`config.mk`:
```
export PLATFORM = sky130hd
export DESIGN_NAME = i2c_txn_sequencer
export DESIGN_NICKNAME = d
export VERILOG_FILES = /design/src/rtl/i2c_txn_sequencer_pkg.sv /design/src/rtl/i2c_cmd_fifo.sv /design/src/rtl/i2c_txn_sequencer.sv
export SDC_FILE = /design/constraint.sdc
export NUM_CORES = 1
export LEC_CHECK = 0
export BUFFER_PORTS_ARGS = -buffer_cell sky130_fd_sc_hd__buf_2
export CAP_MARGIN = 20
export CORE_MARGIN = 2
export CORE_UTILIZATION = 25
export CTS_CLUSTER_SIZE = 40
export DETAILED_ROUTE_END_ITERATION = 10
export SYNTH_ARGS = -nofsm -noshare
export SYNTH_HDL_FRONTEND = slang
export SYNTH_SLANG_ARGS = --single-unit
```
`constraint.sdc`:
```
create_clock -name clk -period 2.2 [get_ports clk]
set_input_delay 0.44 -clock clk [delete_from_list [all_inputs] [get_ports clk]]
set_output_delay 0.44 -clock clk [all_outputs]
set_load 0.1 [all_outputs]
```
`src/rtl/i2c_txn_sequencer_pkg.sv`:
```
// -----------------------------------------------------------------------------
// i2c_seq_pkg
// Shared definitions for the I2C transaction sequencer:
//   - FSM state encoding (IDLE/START/WAIT/RESP)
//   - response status codes returned to the host
//   - command record layout stored in the command FIFO (addr + wdata)
// -----------------------------------------------------------------------------
package i2c_seq_pkg;

  // One queued command: {addr, wdata}
  localparam int CMD_W = 16;

  localparam logic [1:0] ST_IDLE  = 2'd0;
  localparam logic [1:0] ST_START = 2'd1;
  localparam logic [1:0] ST_WAIT  = 2'd2;
  localparam logic [1:0] ST_RESP  = 2'd3;

  localparam logic [1:0] RSP_OK  = 2'b00;
  localparam logic [1:0] RSP_ERR = 2'b01;
  localparam logic [1:0] RSP_TMO = 2'b10;

  typedef struct packed {
    logic [7:0] addr;   // {7-bit slave addr, R/W}, bit0=1 means read
    logic [7:0] wdata;  // write byte, don't-care for reads
  } cmd_t;

endpackage

```
`src/rtl/i2c_cmd_fifo.sv`:
```
// -----------------------------------------------------------------------------
// i2c_cmd_fifo
// DEPTH x CMD_W synchronous FIFO holding host commands for the sequencer.
// Pointers carry one extra wrap bit so full and empty are distinguishable.
// Head entry is presented combinationally on o_rdata.
// Ports:
//   i_clk, i_rst  clock, synchronous active-high reset (flushes pointers)
//   i_push        write i_wdata (ignored when full)
//   i_wdata       command record to store
//   i_pop         advance read pointer (ignored when empty)
//   o_rdata       current head entry
//   o_full        DEPTH entries held
//   o_empty       no entries held
// -----------------------------------------------------------------------------
module i2c_cmd_fifo
  import i2c_seq_pkg::*;
#(
  parameter int DEPTH = 4
) (
  input  logic             i_clk,
  input  logic             i_rst,
  input  logic             i_push,
  input  logic [CMD_W-1:0] i_wdata,
  input  logic             i_pop,
  output logic [CMD_W-1:0] o_rdata,
  output logic             o_full,
  output logic             o_empty
);

  localparam int AW = $clog2(DEPTH);

  logic [CMD_W-1:0] r_mem [DEPTH];
  logic [AW:0]      r_wr_ptr;
  logic [AW:0]      r_rd_ptr;
  logic             w_do_push;
  logic             w_do_pop;

  assign o_empty   = (r_wr_ptr == r_rd_ptr);
  // Same slot index but opposite wrap bit: writer is a full lap ahead.
  assign o_full    = (r_wr_ptr[AW] != r_rd_ptr[AW]) &&
                     (r_wr_ptr[AW-1:0] == r_rd_ptr[AW-1:0]);
  assign w_do_push = i_push && !o_full;
  assign w_do_pop  = i_pop && !o_empty;
  assign o_rdata   = r_mem[r_rd_ptr[AW-1:0]];

  always_ff @(posedge i_clk) begin
    if (i_rst) begin
      r_wr_ptr <= '0;
      r_rd_ptr <= '0;
    end else begin
      if (w_do_push) r_wr_ptr <= r_wr_ptr + 1'b1;
      if (w_do_pop)  r_rd_ptr <= r_rd_ptr + 1'b1;
    end
  end

  // Storage needs no reset; entries are only read once the pointers say valid.
  always_ff @(posedge i_clk) begin
    if (w_do_push) r_mem[r_wr_ptr[AW-1:0]] <= i_wdata;
  end

endmodule

```
`src/rtl/i2c_txn_sequencer.sv`:
```
// -----------------------------------------------------------------------------
// i2c_txn_sequencer
// Upstream feeder for i2c_master. Queues single-byte transactions from a host,
// issues each as a one-cycle start pulse, waits for the master's done/err
// (rising edges) or a timeout, and returns one response per command.
//
// Optional feature macro: I2C_SEQ_RETRY_EN
//   defined     : an err in WAIT re-issues the same command up to MAX_RETRY
//                 times before reporting status 01.
//   not defined : every err reports status 01 immediately.
//
// Ports:
//   clk, rst          clock, synchronous active-high reset
//   cmd_valid/ready   host command handshake (ready = FIFO not full)
//   cmd_addr          {7-bit slave addr, R/W}, bit0=1 read
//   cmd_wdata         write byte
//   rsp_valid/ready   response handshake, fields held until accepted
//   rsp_addr          cmd_addr of the completed command
//   rsp_rdata         read byte (0x00 for writes and failures)
//   rsp_status        00 ok, 01 err, 10 timeout
//   busy              FSM not idle or commands still queued
//   m_start           one-cycle start pulse to the master
//   m_addr            address to the master, held from START through WAIT
//   m_num_bytes       always 1
//   m_data_o/m_data_oe write byte and its bus enable (writes in START/WAIT)
//   m_data_i          master data bus readback
//   m_done, m_err     master completion / failure levels
// -----------------------------------------------------------------------------
module i2c_txn_sequencer
  import i2c_seq_pkg::*;
#(
  parameter int DEPTH     = 4,
  parameter int TIMEOUT   = 1023,
  parameter int MAX_RETRY = 2
) (
  input  logic       clk,
  input  logic       rst,
  input  logic       cmd_valid,
  output logic       cmd_ready,
  input  logic [7:0] cmd_addr,
  input  logic [7:0] cmd_wdata,
  output logic       rsp_valid,
  input  logic       rsp_ready,
  output logic [7:0] rsp_addr,
  output logic [7:0] rsp_rdata,
  output logic [1:0] rsp_status,
  output logic       busy,
  output logic       m_start,
  output logic [7:0] m_addr,
  output logic [5:0] m_num_bytes,
  output logic [7:0] m_data_o,
  output logic       m_data_oe,
  input  logic [7:0] m_data_i,
  input  logic       m_done,
  input  logic       m_err
);

  localparam int TW = $clog2(TIMEOUT + 1);
  localparam logic [TW-1:0] TMO_LIMIT = TW'(TIMEOUT);

  logic [1:0]       r_state;
  cmd_t             r_cmd;
  logic [TW-1:0]    r_timer;
  logic             r_done_q;
  logic             r_err_q;
  logic [7:0]       r_rsp_addr;
  logic [7:0]       r_rsp_rdata;
  logic [1:0]       r_rsp_status;

  logic             w_full;
  logic             w_empty;
  logic             w_push;
  logic             w_pop;
  logic [CMD_W-1:0] w_fifo_rdata;
  cmd_t             w_head;
  logic             w_evt_done;
  logic             w_evt_err;
  logic             w_can_retry;
  logic [TW-1:0]    w_timer_nxt;
  logic             w_active;

  assign w_push = cmd_valid && !w_full;
  assign w_pop  = (r_state == ST_IDLE) && !w_empty;
  assign w_head = cmd_t'(w_fifo_rdata);

  i2c_cmd_fifo #(
    .DEPTH (DEPTH)
  ) u_fifo (
    .i_clk   (clk),
    .i_rst   (rst),
    .i_push  (w_push),
    .i_wdata ({cmd_addr, cmd_wdata}),
    .i_pop   (w_pop),
    .o_rdata (w_fifo_rdata),
    .o_full  (w_full),
    .o_empty (w_empty)
  );

  // Master signals are levels; only their rising edges mean anything.
  assign w_evt_done  = m_done && !r_done_q;
  assign w_evt_err   = m_err && !r_err_q;
  assign w_timer_nxt = r_timer + TW'(1);
  assign w_active    = (r_state == ST_START) || (r_state == ST_WAIT);

`ifdef I2C_SEQ_RETRY_EN
  localparam int RW = (MAX_RETRY < 1) ? 1 : $clog2(MAX_RETRY + 1);
  logic [RW-1:0] r_retry;

  always_ff @(posedge clk) begin
    if (rst) begin
      r_retry <= '0;
    end else if (r_state == ST_IDLE) begin
      r_retry <= '0;
    end else if ((r_state == ST_WAIT) && w_evt_err && w_can_retry) begin
      r_retry <= r_retry + RW'(1);
    end
  end

  assign w_can_retry = (r_retry < RW'(MAX_RETRY));
`else
  // Retries compiled out; MAX_RETRY is kept only so both builds share a port/param list.
  assign w_can_retry = 1'b0 && (MAX_RETRY >= 0);
`endif

  always_ff @(posedge clk) begin
    if (rst) begin
      r_state      <= ST_IDLE;
      r_cmd        <= '0;
      r_timer      <= '0;
      r_done_q     <= 1'b0;
      r_err_q      <= 1'b0;
      r_rsp_addr   <= '0;
      r_rsp_rdata  <= '0;
      r_rsp_status <= RSP_OK;
    end else begin
      r_done_q <= m_done;
      r_err_q  <= m_err;
      case (r_state)
        ST_IDLE: begin
          if (!w_empty) begin
            r_cmd   <= w_head;
            r_state <= ST_START;
          end
        end
        ST_START: begin
          r_timer <= '0;
          r_state <= ST_WAIT;
        end
        ST_WAIT: begin
          r_timer <= w_timer_nxt;
          // Priority: err over done over timeout.
          if (w_evt_err) begin
            if (w_can_retry) begin
              r_state <= ST_START;
            end else begin
              r_rsp_addr   <= r_cmd.addr;
              r_rsp_rdata  <= 8'h00;
              r_rsp_status <= RSP_ERR;
              r_state      <= ST_RESP;
            end
          end else if (w_evt_done) begin
            r_rsp_addr   <= r_cmd.addr;
            r_rsp_rdata  <= r_cmd.addr[0] ? m_data_i : 8'h00;
            r_rsp_status <= RSP_OK;
            r_state      <= ST_RESP;
          end else if (w_timer_nxt == TMO_LIMIT) begin
            // Lands in RESP exactly TIMEOUT cycles after WAIT was entered.
            r_rsp_addr   <= r_cmd.addr;
            r_rsp_rdata  <= 8'h00;
            r_rsp_status <= RSP_TMO;
            r_state      <= ST_RESP;
          end
        end
        ST_RESP: begin
          if (rsp_ready) r_state <= ST_IDLE;
        end
        default: r_state <= ST_IDLE;
      endcase
    end
  end

  assign cmd_ready   = !w_full;
  assign busy        = (r_state != ST_IDLE) || !w_empty;
  assign rsp_valid   = (r_state == ST_RESP);
  assign rsp_addr    = r_rsp_addr;
  assign rsp_rdata   = r_rsp_rdata;
  assign rsp_status  = r_rsp_status;
  assign m_start     = (r_state == ST_START);
  assign m_addr      = r_cmd.addr;
  assign m_num_bytes = 6'd1;
  assign m_data_o    = r_cmd.wdata;
  assign m_data_oe   = w_active && !r_cmd.addr[0];

endmodule

```
==> results.json <==
{
  "status": "complete, no violations",
  "coreArea_mm2": 0.01940,
  "ff_latch_area_mm2": 0.003003,
  "cts_tree": "built",
  "layout-drive-gt1-share_pct": 28.60,
  "clockBufferDepth": 2,
  "skew_ns": 0.01284,
  "path_buf_inv": 3,
  "grt-ovfl-total": 0,
  "port_buffers": 68,
  "grtUsageTotal_pct": 11.01,
  "ys_seq_elements": 118,
  "report.final.slew_viol_count": 0,
  "start_util_pct": 25.36,
  "routed_wirelength_um": 10900,
  "avgViaCountPerCell": 4.355,
  "die_h_um": 144.3,
  "cts_htree_levels": 4,
  "drcViolationCount": 0,
  "power_leakage_uw": 0.002283,
  "grt_antenna_before_repair": 1,
  "path_max_fanout": 4,
  "crit_slowest_cell": "dfxtp_1",
  "finalSetupViolCount": 0,
  "setup_tns_ns": 0,
  "synth.top_cell.area_share_pct": 39.06,
  "pin_count": 75,
  "syn_area_mm2": 0.004920,
  "rows": 51,
  "fin_nets": 521,
  "syn-mean-instance-area_um2": 12.30,
  "first_pass_iters": 4,
  "cts_sinks": 118,
  "place.gp.congestion": 0.7318,
  "wl_per_cell_um": 14.38,
  "async_flop_share_pct": 0,
  "min_period_ns": 2.029,
  "grt_pass1_wl_um": 17480,
  "cts-buffers-inserted": 17,
  "cp.arrival_ns": 1.59,
  "die_area_mm2": 0.02082,
  "cpMostUsedCell": "inv_1",
  "synth_ff_type": "edfxtp_1",
  "area_growth_pct": 28.08,
  "cts_hold_buf": 0,
  "worstPathRequired_ns": 1.76,
  "seq_area_frac_synth_pct": 61.04,
  "critPathKind": "flop to output pin",
  "path_cells": "inv_1, ha_4, inv_1, nor2_4, buf_12",
  "vias": 3301,
  "min_path_type": "primary input to flop",
  "max_slew.worst_pin.slew_ns": 0.5815,
  "multi_input_area_mm2": 0.001792,
  "dp_hpwl_um": 7209,
  "final_antenna_net_count": 0,
  "diodes": 0,
  "fin_cells": 758,
  "cp-start-kind": "flop",
  "relSlewSlack_pct": 61.15,
  "synth_cells": 400,
  "yosysWarningCount": 0,
  "cts_root_buf": "clkbuf_16",
  "grt_pass1_vias": 3346,
  "synth_top_cell_by_area": "edfxtp_1",
  "nFillCells": 1960,
  "cts.clk_slew.worst_paths_ns": 0.06,
  "p_per_area_mw_per_mm2": 1358,
  "cpLargestDelayFamily": "flip-flops",
  "die_w_um": 144.3,
  "insertion_delay_ns": 0.41,
  "final_hold_viol_count": 0,
  "synth_edf_count": 64,
  "drt_first_iter_violations": 216,
  "rsz0062_at_grt": "false",
  "clock.fmax_mhz": 492.8,
  "ys_types": 43,
  "critical_path.max_stage_delay_ns": 0.38,
  "fin_crit_sh_pct": 92.23,
  "synth_area_leaders": "edfxtp_1 (39%), dfxtp_1 (22%), mux4_2 (7.3%)",
  "peakVddDrop_mv": 0.5673,
  "dp.cells": 722,
  "cp-end-kind": "output pin",
  "grt_max_degree": 64,
  "cap_violations": 0
}
-- registers in the layout (all words and copies together) (netlist names) --
signal and count:
rsp_rdata 8, rsp_addr 8, r_state 2, r_timer 10, u_fifo.r_mem 64, u_fifo.r_wr_ptr 3, u_fifo.r_rd_ptr 3, rsp_status 2
m_data_o 8, r_err_q 1, m_addr 8, r_done_q 1
-- metrics by stage --
| step | setup WS, ns | hold WS (ns) | util [%] | area [um^2] | total power (uW) |
|---|---|---|---|---|---|
| after floorplan | 0.1015 | 0.4814 | - | 4957 | 5008 |
| after global placement | -0.005926 | 0.4492 | 28.93 | 5613 | 5626 |
| after detailed placement | -0.1827 | 0.4546 | 28.93 | 5613 | 5674 |
| after CTS | 0.02949 | 0.2321 | 32.39 | 6284 | 8656 |
| after global routing | 0.05277 | 0.2401 | 32.48 | 6301 | 8933 |
| final | 0.1709 | 0.2483 | 32.48 | 6301 | 8560 |
-- worst reg2reg max path: cells and delay by family (launching register included) --
family	cells	cell delay (ns)
flops	1	0.49
buf+inv	1	0.22
fa+ha+maj	1	0.25
compound gates	2	0.53
simple gates	2	0.23
mux	1	0.19
-- report_power, final --
part	switching (uW)	leakage, uW	internal [uW]
sequential	166	0.00103	2570
combinational	2160	0.000955	758
clock	1000	0.000301	1910
-- cells in the final DEF (no fill, tap or decap), drive strengths merged, types with 2 or more instances in the layout --
master and count:
o21ai 17, nand4b 2, xor2 2, dfxtp 54, edfxtp 64, conb 6, nor4 2, nor2 23
nor3 5, xnor2 6, o21a 2, mux4 16, clkinvlp 2, nor2b 5, a31oi 2, and2 4
clkbuf 18, a21oi 29, nand3 5, inv 11, nand2 53, nor3b 2, clkinv 6, ha 11
buf 83, nand3b 2, nand2b 28, nand4 10, mux2i 9, bufinv 4
-- worst paths after layout --
path	slack, ns	from	cells after the start	to
worst max-delay path	0.17	r_state[1]	5	m_data_oe
worst min-delay path	0.25	cmd_wdata[3]	1	u_fifo.r_mem[3][3]
worst max register to register	0.21	r_timer[1]	7	rsp_addr[3]
worst min register to register	0.46	m_data_o[0]	2	m_data_o[0]
-- synth_stat cells (all sizes together), types with 2 or more instances --
cell	instances
nand2	53
conb	2
buf	17
a21oi	29
and2	4
o21ai	17
edfxtp	64
nor3b	2
mux2i	9
nor3	5
xnor2	6
nand4b	2
nor4	2
a31oi	2
xor2	2
nand3b	2
dfxtp	54
nor2b	5
inv	9
o21a	2
nor2	23
clkbuf	9
nand3	5
mux4	16
nand2b	28
ha	11
nand4	10
-- layer usage --
layer	vias to the layer above	track usage, %	wire [um]
li1	1591	-	-
met1	1594	13.44	4718
met2	98	18.53	5398
met3	16	3.477	667
met4	2	3.475	104
met5	-	0	13
-- area by class of cell --
class,count,share of cell area [%]
repair buffers,83,8.102
clock inverters,14,3.197
well taps,265,5.262
multi-input cells,251,28.44
flip-flops and latches,118,47.66
inverters,9,0.5361
clock buffers,18,6.811
-- logic make-up (layout without fill, tap and decap cells) --
kind of cell               count (synthesis)  count (layout)  synth area share [%]
adders and majority gates                 11              11                 2.798
buffers and inverters                     35             124                 3.611
and+or+nand+nor                          142             142                 14.47
muxes                                     25              25                 9.156
xor gates and xnor gates                   8               8                 1.424
other                                      2               6                0.1527
AOI/OAI and AO/OA                         59              59                 7.350
DFF                                      118             118                 61.04
-- timing repair --
| item | CTS | global route |
|---|---|---|
| pin swaps | 1 | 1 |
| endpoints found under the setup margin | 18 | 2 |
| resized for setup | 2 | 1 |
| setup buffers | 2 | 2 |
(Power assumes the default switching activity.)
